--- config.mk ---
export PLATFORM = sky130hd
export DESIGN_NAME = seqgen_multi
export DESIGN_NICKNAME = d
export VERILOG_FILES = /design/src/rtl/seqgen_multi.sv
export SDC_FILE = /design/constraint.sdc
export NUM_CORES = 1
export LEC_CHECK = 0
export CAP_MARGIN = 20
export CORE_MARGIN = 3
export CORE_UTILIZATION = 40
export CTS_CLUSTER_SIZE = 20
export DETAILED_ROUTE_END_ITERATION = 12
export PLACE_DENSITY = 0.65
export SLEW_MARGIN = 20
export SYNTH_ARGS = -nofsm -noshare
export SYNTH_HDL_FRONTEND = slang
export SYNTH_SLANG_ARGS = --single-unit
--- constraint.sdc ---
create_clock -name clk -period 3.01 [get_ports clk]
set_input_delay 0.602 -clock clk [delete_from_list [all_inputs] [get_ports clk]]
set_output_delay 0.602 -clock clk [all_outputs]
set_load 0.05 [all_outputs]
--- src/rtl/seqgen_multi.sv ---
// Multi-mode sequence generator: up, down, Gray, Johnson or maximal-length LFSR
// on a single WIDTH-bit register, with synchronous load and a registered wrap pulse.
module seqgen_multi #(
  parameter int unsigned WIDTH = 4,
  parameter int unsigned SEED  = 1
) (
  input  logic             clk,
  input  logic             rst,
  input  logic             en,
  input  logic [2:0]       mode,
  input  logic             load,
  input  logic [WIDTH-1:0] load_val,
  output logic [WIDTH-1:0] out,
  output logic             wrap
);

  localparam logic [2:0] MODE_UP      = 3'b000;
  localparam logic [2:0] MODE_DOWN    = 3'b001;
  localparam logic [2:0] MODE_GRAY    = 3'b010;
  localparam logic [2:0] MODE_JOHNSON = 3'b011;
  localparam logic [2:0] MODE_LFSR    = 3'b100;

  // Fibonacci tap masks (bit n-1 set for 1-based tap n), maximal length per width.
  function automatic logic [15:0] tap_mask(input int unsigned w);
    logic [15:0] m;
    m = 16'h0000;
    case (w)
      2:       m = 16'h0003;
      3:       m = 16'h0006;
      4:       m = 16'h000C;
      5:       m = 16'h0014;
      6:       m = 16'h0030;
      7:       m = 16'h0060;
      8:       m = 16'h00B8;
      9:       m = 16'h0110;
      10:      m = 16'h0240;
      11:      m = 16'h0500;
      12:      m = 16'h0829;
      13:      m = 16'h100D;
      14:      m = 16'h2015;
      15:      m = 16'h6000;
      16:      m = 16'hD008;
      default: m = 16'h0000;
    endcase
    return m;
  endfunction

  localparam logic [WIDTH-1:0] TAPS   = WIDTH'(tap_mask(WIDTH));
  localparam logic [WIDTH-1:0] SEED_W = WIDTH'(SEED);

  logic [WIDTH-1:0] out_q, out_d;
  logic             wrap_q, wrap_d;
  logic [WIDTH-1:0] gray_bin, gray_inc;
  logic [WIDTH-1:0] next_val, start_val;
  logic             mode_legal;

  // Next value and start value for the selected sequence.
  always_comb begin
    gray_bin   = out_q;
    gray_inc   = '0;
    next_val   = out_q;
    start_val  = '0;
    mode_legal = 1'b1;

    for (int i = int'(WIDTH) - 2; i >= 0; i--) begin
      gray_bin[i] = gray_bin[i+1] ^ out_q[i];
    end
    gray_inc = gray_bin + WIDTH'(1);

    case (mode)
      MODE_UP: begin
        next_val  = out_q + WIDTH'(1);
        start_val = '0;
      end
      MODE_DOWN: begin
        next_val  = out_q - WIDTH'(1);
        start_val = '1;
      end
      MODE_GRAY: begin
        next_val  = gray_inc ^ (gray_inc >> 1);
        start_val = '0;
      end
      MODE_JOHNSON: begin
        next_val  = {out_q[WIDTH-2:0], ~out_q[WIDTH-1]};
        start_val = '0;
      end
      MODE_LFSR: begin
        // All-zero is the LFSR lock-up state; recover straight to the seed.
        next_val  = (out_q == '0) ? SEED_W : {out_q[WIDTH-2:0], ^(out_q & TAPS)};
        start_val = SEED_W;
      end
      default: begin
        next_val   = out_q;
        mode_legal = 1'b0;
      end
    endcase
  end

  // Edge priority: load over advance over hold.
  always_comb begin
    out_d  = out_q;
    wrap_d = 1'b0;
    if (load) begin
      out_d = load_val;
    end else if (en && mode_legal) begin
      out_d  = next_val;
      wrap_d = (next_val == start_val);
    end
  end

  always_ff @(posedge clk or posedge rst) begin
    if (rst) begin
      out_q  <= '0;
      wrap_q <= 1'b0;
    end else begin
      out_q  <= out_d;
      wrap_q <= wrap_d;
    end
  end

  assign out  = out_q;
  assign wrap = wrap_q;

endmodule

-- Word-level counts from Yosys, hierarchy flattened
Index checks and enable logic that the tools add are counted.
- reduce and logical (&&, ||, !) cells: 6
- equal/unequal tests: 5
- muxes and demuxes: 8
- add/subtract/negate cells: 3
- bitwise logic cells: 5
- operator list (operator ; number):
    $pmux 4 s5 ; 1
    $mux 4 ; 3
    $add 4x1->4 const B ; 2
    $pmux 4 s2 ; 1
    $eq 3x2->1 const B ; 2
    $reduce_or 5->1 ; 1
    $eq 4x4->1 ; 1
    $logic_not 4->1 ; 1
    $reduce_xor 4->1 ; 1
    $sub 4x1->4 const B ; 1
    $xor 4x3->4 ; 1
    $eq 3x1->1 const B ; 1
    $eq 3x3->1 const B ; 1
    $logic_not 3->1 ; 1
    $mux 1 ; 3
    $xor 1x1->1 ; 3
    $reduce_bool 2->1 ; 1
    $logic_and 1x1->1 ; 1
    $not 1->1 ; 1
- register bits after elaboration: 5
- word-level logic and storage cells: 29
- output and inout bits: 5
- bits of input ports: 11

-- Logic depth before layout (Yosys ltp)
Gate-level depths: netlist of the first run.
- word-level depth: 9
- gate-level depth with buffers: 10
- depth with buffers taken out: 9

-- Least setup slack after synthesis of the first run
OpenSTA, ideal clock, no wires.
- path type: reg2reg
- start: register out_q[3], in the netlist out[3]
- end: register wrap_q, in the netlist wrap
- library setup time: 0.077 ns
- cell stages (with the launch flop): 10
- path buffers: 0
- slack: 0.281 ns
- arrival: 2.652 ns
- data required time: 2.933 ns
- period minus slack after synthesis: 2.729 ns
- cell sequence: dfrtp_1 inv_1 ha_1 ha_1 xnor2_1 and2_1 o21ai_0 a2bb2oi_2 or3_1 a21oi_1
- longest elaborated chain between the ends: 9
- elaborated cells on any way between the ends: 15
- those cells by class: add/sub: 3; eq/ne: 1; mux: 4; bitwise: 5; reduce/logical: 2
- RTL lines (item ; RTL line ; RTL):
    from (decl) ; 51 ; logic [WIDTH-1:0] out_q, out_d;
    from (signal assigned) ; 116 ; out_q <= out_d;
    $xor 1x1->1 (3 in series) ; 66 ; gray_bin[i] = gray_bin[i+1] ^ out_q[i];
    $add 4x1->4 ; 68 ; gray_inc = gray_bin + WIDTH'(1);
    $xor 4x3->4 ; 80 ; next_val = gray_inc ^ (gray_inc >> 1);
    $pmux 4 s5 (*) ; 70 ; case (mode)
    $eq 4x4->1 (*) ; 107 ; wrap_d = (next_val == start_val);
    $mux 1 (*) ; 105 ; end else if (en && mode_legal) begin
    $mux 1 (*) ; 103 ; if (load) begin
    net wrap_d ; 52 ; logic wrap_q, wrap_d;
    to (signal assigned) ; 117 ; wrap_q <= wrap_d;
    to (decl) ; 52 ;
Mark *: on every way through the listed nets, which the timed path passes. The rest lies on a longest branch.
A chain may end at the register's enable or synchronous reset.

-- Final worst setup path of the first run
- start: input mode[0]
- end: register wrap_q, in the netlist wrap
- longest elaborated chain between the ends: 6
- elaborated cells on any way between the ends: 13
- those cells by class: eq/ne: 5; mux: 5; reduce/logical: 3
- RTL lines (item ; RTL line ; RTL):
    from (decl) ; 10 ; input logic [2:0] mode,
    branches (longest 4 deep; another with $pmux 4 s5) ; - ;
    $mux 1 (*) ; 105 ;
    $mux 1 (*) ; 103 ;
    net wrap_d ; 52 ;
Mark *: on every way through the listed nets, which the timed path passes.

==> run summary, run 1 <==
### Yosys
- sky130_fd_sc_hd__dfrtp_1 — post-synth top area cell
- 0.1661 — share of Yosys cell area claimed by the top area cell type
- 41 — count of different cell masters after synthesis
- 5 — Synth Register Bits
- 0.1661 — share of the yosys chip area belonging to registers
- 0 — number of warnings issued by yosys
- 103 — number of instances in the synthesized netlist
- 753.2 sq um — Synth Cell Area
- 7.313 sq um — Synth Area per Inst
- sky130_fd_sc_hd__dfrtp_1, sky130_fd_sc_hd__ha_1, sky130_fd_sc_hd__nand2_1 — dominant cells by area after synthesis
- 119 — Net Count, Synth

### Clocking
- 0 — total of cells resized after clock tree synthesis
- 2 — maximum clock insertion buffer count
- 0 — CTS Hold Buffers Added
- 0 — number of setup buffers added after CTS
- 1 — H-tree lvl count
- 40 ps — clock transition at the registers of the reported paths
- 3 — number of buffers inserted during clock tree synthesis
- yes — TritonCTS clock tree
- 5 — sinks on the clock net
- 240 ps — clk_lat worst skew
- sky130_fd_sc_hd__clkbuf_4 — clock root buffer master

### Die
- 15 — Placement Rows
- 49.40 um — die span in y
- 49.40 um — x dimension of the die
- 2440 sq um — die footprint
- 0.4315 — initial core utilization
- 1745 sq um — placeable core region
- 16 — number of I/O pins

### Routing
- 5.490 — Via density
- 34 — detailed router's first-iteration violation count
- 0 — number of nets still failing antenna checks after routing
- 13.23 um — routed length per instance
- 0 — Remaining DRCs
- 796 — vias after detailed routing
- 1918 um — Total Wirelength
- 4 — number of iterations in the first detailed-routing pass

### Power
- 0.4285 mV — highest ir drop seen on vdd
- 0.4040 nW — Static Leak
- 405.5 nW/um^2 — Pwr Density

### STA
- 191.2 ps — smallest setup slack after layout
- 0.6655 — relative max-transition margin
- 556.0 ps — worst hold margin
- 0.3548 GHz — fmax
- 0 — final count of pins violating max slew
- 0.9365 — crit share post-route
- 0 — final hold violation count
- 2819 ps — shortest clock period the worst path allows after layout
- no — unrepaired setup endpoints after global routing
- 500.2 ps — Slew @ Worst Pin
- 0 — total of endpoints with negative setup slack in the final report
- 4.621 ps — Worst Clk Skew

### Place
- -36.46 ps — post-placement worst setup slack
- 15 — input/output buffers
- 0.8331 — last weighted congestion value of the routability-driven placer
- 1514 um — HPWL after DPL
- 141 — number of cells in the design after placement
- 930.9 sq um — area post-placement

### Setup path
- mode[0] — CP startpoint
- primary input to flop — critical path class
- 470 ps — register-to-register path setup slack
- primary input — critical path launch point type
- wrap — endpoint of the worst-slack reg-to-reg timing path
- flop — type of destination of the critical path
- 3170 ps — required time of the critical path
- out[2] — origin of the critical flop-to-flop path
- 2980 ps — arrival time at the worst endpoint
- 4 — crit path max fanout
- wrap — Worst Setup EP
- 9 — cells on worst reg2reg path

### Layout
- 137 — fin nets
- 145 — final non-filler cell total
- 0.5484 — fraction of the core area covered by cells at the end of the flow
- 0 — number of diodes added for antenna fixing
- 957.2 sq um — final non-filler cell area
- 187 — filler cell count
- 549.3 sq um — area used by multi-input combinational logic
- 27.08% — layout overhead on the synthesized area
- 125.1 sq um — area of all sequential standard cells
- 0.1250 — fraction of final layout cells with drive strength greater than 1

### Global route
- 0 — initial antenna violation count
- 3367 um — global-route wire length before repair
- 751 — number of global-route vias before repair
- 17 — pin count of the biggest net entering global routing
- 0.1768 — global-route usage over all layers
- 0 — global route overflow

### Job
- 0 — max-cap violation count

### Run status
- complete, no violations — status

### Min path
- primary input to asynchronous set/reset pin — worst min path class

==> sequential cells by signal, indices dropped and copies added (netlist names) <==
name	count
out	4
wrap	1
==> per-stage QoR <==
| step | TNS, ps | power (mW) |
|---|---|---|
| floorplan | 0 | 0.2528 |
| global placement | 0 | 0.3092 |
| detailed placement | -36.46 | 0.3119 |
| CTS | 0 | 0.3920 |
| global route | 0 | 0.4248 |
| finish | 0 | 0.3881 |
==> logic make-up (layout without fill, tap and decap cells) <==
| logic type | Yosys count | in the layout | synth area share |
|---|---|---|---|
| AOI/OAI and AO/OA | 36 | 36 | 0.3356 |
| xor gates and xnor gates | 4 | 4 | 0.04651 |
| adders and majority gates | 5 | 5 | 0.09303 |
| buffers and inverters | 16 | 33 | 0.1046 |
| DFF | 5 | 5 | 0.1661 |
| muxes | 1 | 1 | 0.01329 |
| and+or+nand+nor | 36 | 36 | 0.2409 |
==> cells in the mapped netlist <==
cell type / instances
sky130_fd_sc_hd__nand4_1: 1
sky130_fd_sc_hd__clkbuf_1: 3
sky130_fd_sc_hd__o22ai_1: 5
sky130_fd_sc_hd__or3_1: 1
sky130_fd_sc_hd__o31a_1: 1
sky130_fd_sc_hd__nand2_1: 11
sky130_fd_sc_hd__nor2_1: 8
sky130_fd_sc_hd__nand3_1: 2
sky130_fd_sc_hd__a21o_1: 1
sky130_fd_sc_hd__or3b_4: 1
sky130_fd_sc_hd__o21ai_0: 6
sky130_fd_sc_hd__and2_1: 3
sky130_fd_sc_hd__or2_0: 1
sky130_fd_sc_hd__o31ai_1: 1
sky130_fd_sc_hd__buf_6: 2
sky130_fd_sc_hd__a2bb2oi_1: 1
sky130_fd_sc_hd__o211a_1: 1
sky130_fd_sc_hd__a21o_2: 1
sky130_fd_sc_hd__inv_1: 8
sky130_fd_sc_hd__o22a_1: 1
sky130_fd_sc_hd__or2_2: 1
sky130_fd_sc_hd__nor2b_1: 1
sky130_fd_sc_hd__nor3_2: 1
sky130_fd_sc_hd__ha_1: 4
sky130_fd_sc_hd__nor3_1: 2
sky130_fd_sc_hd__a221oi_1: 1
sky130_fd_sc_hd__xnor2_1: 4
sky130_fd_sc_hd__o221ai_1: 1
sky130_fd_sc_hd__nand2b_1: 3
sky130_fd_sc_hd__a32oi_1: 2
sky130_fd_sc_hd__o211ai_1: 2
sky130_fd_sc_hd__a21oi_1: 7
sky130_fd_sc_hd__mux2i_1: 1
sky130_fd_sc_hd__dfrtp_1: 5
sky130_fd_sc_hd__fa_1: 1
sky130_fd_sc_hd__a2bb2oi_2: 1
sky130_fd_sc_hd__a21oi_2: 1
sky130_fd_sc_hd__o2111ai_1: 1
sky130_fd_sc_hd__a211oi_1: 1
sky130_fd_sc_hd__buf_2: 3
sky130_fd_sc_hd__a31oi_1: 1
==> worst max-delay path: stages <==
cell,delay [ps]
sky130_fd_sc_hd__clkdlybuf4s50_1,470
sky130_fd_sc_hd__nor2b_1,200
sky130_fd_sc_hd__and2_1,240
sky130_fd_sc_hd__fa_1,420
sky130_fd_sc_hd__or2_2,300
sky130_fd_sc_hd__a21oi_1,200
sky130_fd_sc_hd__o22ai_1,140
sky130_fd_sc_hd__o21ai_0,110
sky130_fd_sc_hd__o2111ai_1,140
sky130_fd_sc_hd__a21oi_1,150
==> power by group <==
group          internal (mW)  switching (mW)  leakage [nW]
logic                  0.100           0.128         0.328
registers             0.0739         0.00988        0.0613
clock network         0.0500          0.0261        0.0150
total                  0.224           0.164         0.404
==> how the worst min path moves through the flow <==
| stage | slack (ps) | cells after the start | start | to |
|---|---|---|---|---|
| 3_5_place_dp | 730 | 3 | out[3] | out[3] |
| 3_3_place_gp | 740 | 3 | out[3] | out[3] |
| 6_report | 560 | 2 | rst | out[3] |
| 4_1_cts | 550 | 2 | rst | out[3] |
| 5_1_grt | 560 | 2 | rst | wrap |
| 2_1_floorplan | 380 | 1 | rst | out[0] |
==> cell type report <==
class,count,area share
multi-input cells,82,0.5739
repair buffers,21,0.2039
flip-flops and latches,5,0.1307
well taps,25,0.03268
inverters,8,0.03137
clock buffers,4,0.02745
==> cells in the final DEF (no fill, tap or decap), types with 2 or more instances in the layout <==
master,n
sky130_fd_sc_hd__clkdlybuf4s50_1,15
sky130_fd_sc_hd__nand2_1,11
sky130_fd_sc_hd__inv_1,8
sky130_fd_sc_hd__nor2_1,8
sky130_fd_sc_hd__a21oi_1,7
sky130_fd_sc_hd__o21ai_0,6
sky130_fd_sc_hd__buf_4,6
sky130_fd_sc_hd__o22ai_1,5
sky130_fd_sc_hd__dfrtp_1,5
sky130_fd_sc_hd__xnor2_1,4
sky130_fd_sc_hd__ha_1,4
sky130_fd_sc_hd__and2_1,3
sky130_fd_sc_hd__nand2b_1,3
sky130_fd_sc_hd__clkbuf_4,3
sky130_fd_sc_hd__nand3_1,2
sky130_fd_sc_hd__nor3_1,2
sky130_fd_sc_hd__o211ai_1,2
sky130_fd_sc_hd__a32oi_1,2
==> metal layers <==
layer  share of wire  vias up  wire length [um]  GRT usage
met5               0        -                 0          0
met2            0.50       26               960     0.3080
met4               0        0                 0    0.02765
met3           0.044        0                84    0.03670
met1            0.46      365               873     0.2268
li1                -      405                 -          -
No activity file was read; power rests on OpenSTA's default activity.
==> run 2: changes to the inputs <==
- CTS_CLUSTER_DIAMETER: unset -> 50
==> results of run 2 <==
No change in the layout: final DEF, timing and power equal those of run 1.
==> run 3: changes to the inputs <==
- CTS_CLUSTER_SIZE: 20 -> 25
- RECOVER_POWER: unset -> 100
==> run summary, run 3 (synthesis results as in run 1) <==
### Clocking
- 1 — H-tree lvl count, unchanged
- 2 — maximum clock insertion buffer count, unchanged
- 5 — sinks on the clock net, unchanged
- 40 ps — clock transition at the registers of the reported paths, about the same
- sky130_fd_sc_hd__clkbuf_4 — clock root buffer master
- 0 — CTS Hold Buffers Added, unchanged
- yes — TritonCTS clock tree
- 0 — total of cells resized after clock tree synthesis, unchanged
- 3 — number of buffers inserted during clock tree synthesis, unchanged
- 0 — number of setup buffers added after CTS, unchanged
- 240 ps — clk_lat worst skew, about the same

### Setup path
- 1 — buffering stage count on the worst path with inverters included, unchanged
- sky130_fd_sc_hd__a21oi_1 — CP dominant cell by count
- 3170 ps — required time of the critical path, about the same
- sky130_fd_sc_hd__clkdlybuf4s50_1 — cell type of the slowest stage on the worst timing path
- 4 — crit path max fanout, unchanged
- 2990 ps — arrival time at the worst endpoint, about the same
- 450 ps — register-to-register path setup slack, -20 ps
- wrap — endpoint of the worst-slack reg-to-reg timing path
- out[2] — origin of the critical flop-to-flop path
- flop — type of destination of the critical path
- clkdlybuf4s50_1 -> nor2b_1 -> and2_1 -> fa_1 -> or2_2 -> a21oi_1 -> o22ai_1 -> o21ai_0 -> o2111ai_1 -> a21oi_1 — ordered list of cells on the worst path
- primary input to flop — critical path class
- primary input — critical path launch point type
- compound AO/OA/AOI/OAI gates — critical path's top delay family
- 470 ps — largest stage delay on the critical path, about the same
- 9 — cells on worst reg2reg path, unchanged

### Die
- 15 — Placement Rows, unchanged
- 49.40 um — die span in y, unchanged
- 1745 sq um — placeable core region, unchanged
- 49.40 um — x dimension of the die, unchanged
- 16 — number of I/O pins, unchanged
- 2440 sq um — die footprint, unchanged
- 0.4315 — initial core utilization, unchanged

### Routing
- 29 — detailed router's first-iteration violation count, -15%
- 0 — number of nets still failing antenna checks after routing, unchanged
- 5.414 — Via density, -1.4%
- 1941 um — Total Wirelength, +1.2%
- 0 — Remaining DRCs, unchanged
- 13.39 um — routed length per instance, +1.2%
- 785 — vias after detailed routing, -1.4%
- 4 — number of iterations in the first detailed-routing pass, unchanged

### STA
- 0.3539 GHz — fmax, -0.25%
- no — unrepaired setup endpoints after global routing
- 4.621 ps — Worst Clk Skew, unchanged
- 0 ps — setup tns final, unchanged
- 507.2 ps — Slew @ Worst Pin, +7.003 ps
- 0 — final count of pins violating max slew, unchanged
- 0 — final hold violation count, unchanged
- 0.6608 — relative max-transition margin, -0.004739
- 0 — total of endpoints with negative setup slack in the final report, unchanged
- 2826 ps — shortest clock period the worst path allows after layout, +7.128 ps
- 0.9389 — crit share post-route, +0.002368

### Layout
- 137 — fin nets, unchanged
- 0.1167 — fraction of final layout cells with drive strength greater than 1, -0.008333
- 26.25% — layout overhead on the synthesized area
- 4 — max FFs per register, unchanged
- sky130_fd_sc_hd__nand2_1, sky130_fd_sc_hd__clkdlybuf4s50_1, sky130_fd_sc_hd__inv_1, sky130_fd_sc_hd__nor2_1, sky130_fd_sc_hd__a21oi_1 — most frequent cells in the layout
- 0 — number of diodes added for antenna fixing, unchanged
- sky130_fd_sc_hd__nand2_1 — most common cell after layout, fill and taps aside

### Power
- 0.4098 nW — Static Leak, +1.4%
- 383.9 uW — Final Total Pwr, -1.1%
- 0.4270 mV — highest ir drop seen on vdd, -0.37%
- 403.7 nW/um^2 — Pwr Density, -0.43%

### Place
- 15 — input/output buffers, unchanged
- 1514 um — HPWL after DPL, unchanged
- 0.8331 — last weighted congestion value of the routability-driven placer, unchanged

### Global route
- 0.1768 — global-route usage over all layers, unchanged
- 3367 um — global-route wire length before repair, unchanged
- 751 — number of global-route vias before repair, unchanged
- 0 — global route overflow, unchanged
- 0 — initial antenna violation count, unchanged
- 17 — pin count of the biggest net entering global routing, unchanged

### Run status
- complete, no violations — status

### Min path
- primary input to asynchronous set/reset pin — worst min path class

### Job
- 0 — max-cap violation count, unchanged

-- run 3: cell type report --
class,count,area [sq um]
Tap cell,25,31.28
Inverter,8,30.03
Fill cell,189,794.5
Multi-Input combinational cell,82,543.0
Sequential cell,5,125.1
Timing Repair Buffer,21,195.2
Clock buffer,4,26.28
-- run 3: through the flow --
stage	hold WS, ps	cell area (sq um)	utilization	instances	setup slack, ps
2_1_floorplan	380.5	753.2	-	103	280.9
3_3_place_gp	741.8	930.9	0.5333	141	56.24
3_5_place_dp	731.8	930.9	0.5333	141	-36.46
4_1_cts	554.5	957.2	0.5484	145	201.2
5_1_grt	700.0	950.9	0.5448	145	42.19
6_report	693.5	950.9	0.5448	145	184.0
-- run 3: per-layer routing --
metal,track usage,share of wire
met4,0.02765,0
met3,0.03670,0.043
met2,0.3080,0.49
met5,0,0
met1,0.2268,0.46
-- run 3: worst max path at each step --
stage,from,cells past startpoint,slack (ps),end
after floorplan,out[3],9,280,wrap
after global placement,mode[0],10,60,wrap
after detailed placement,mode[0],10,-40,wrap
after CTS,mode[0],10,200,wrap
after global routing,mode[0],10,40,wrap
final,mode[0],10,180,wrap
-- run 3: power breakdown --
part           internal (mW)  switching [mW]
registers             0.0739         0.00967
clock network         0.0500          0.0261
logic                 0.0960           0.128
-- run 3: worst reg2reg max path, stage by stage (launching register included) --
cell	delay, ps
sky130_fd_sc_hd__dfrtp_1	420
sky130_fd_sc_hd__inv_1	100
sky130_fd_sc_hd__ha_1	410
sky130_fd_sc_hd__ha_1	400
sky130_fd_sc_hd__xnor2_1	200
sky130_fd_sc_hd__and2_1	160
sky130_fd_sc_hd__o21ai_0	90
sky130_fd_sc_hd__a2bb2oi_1	170
sky130_fd_sc_hd__or3_1	390
sky130_fd_sc_hd__a21oi_1	150
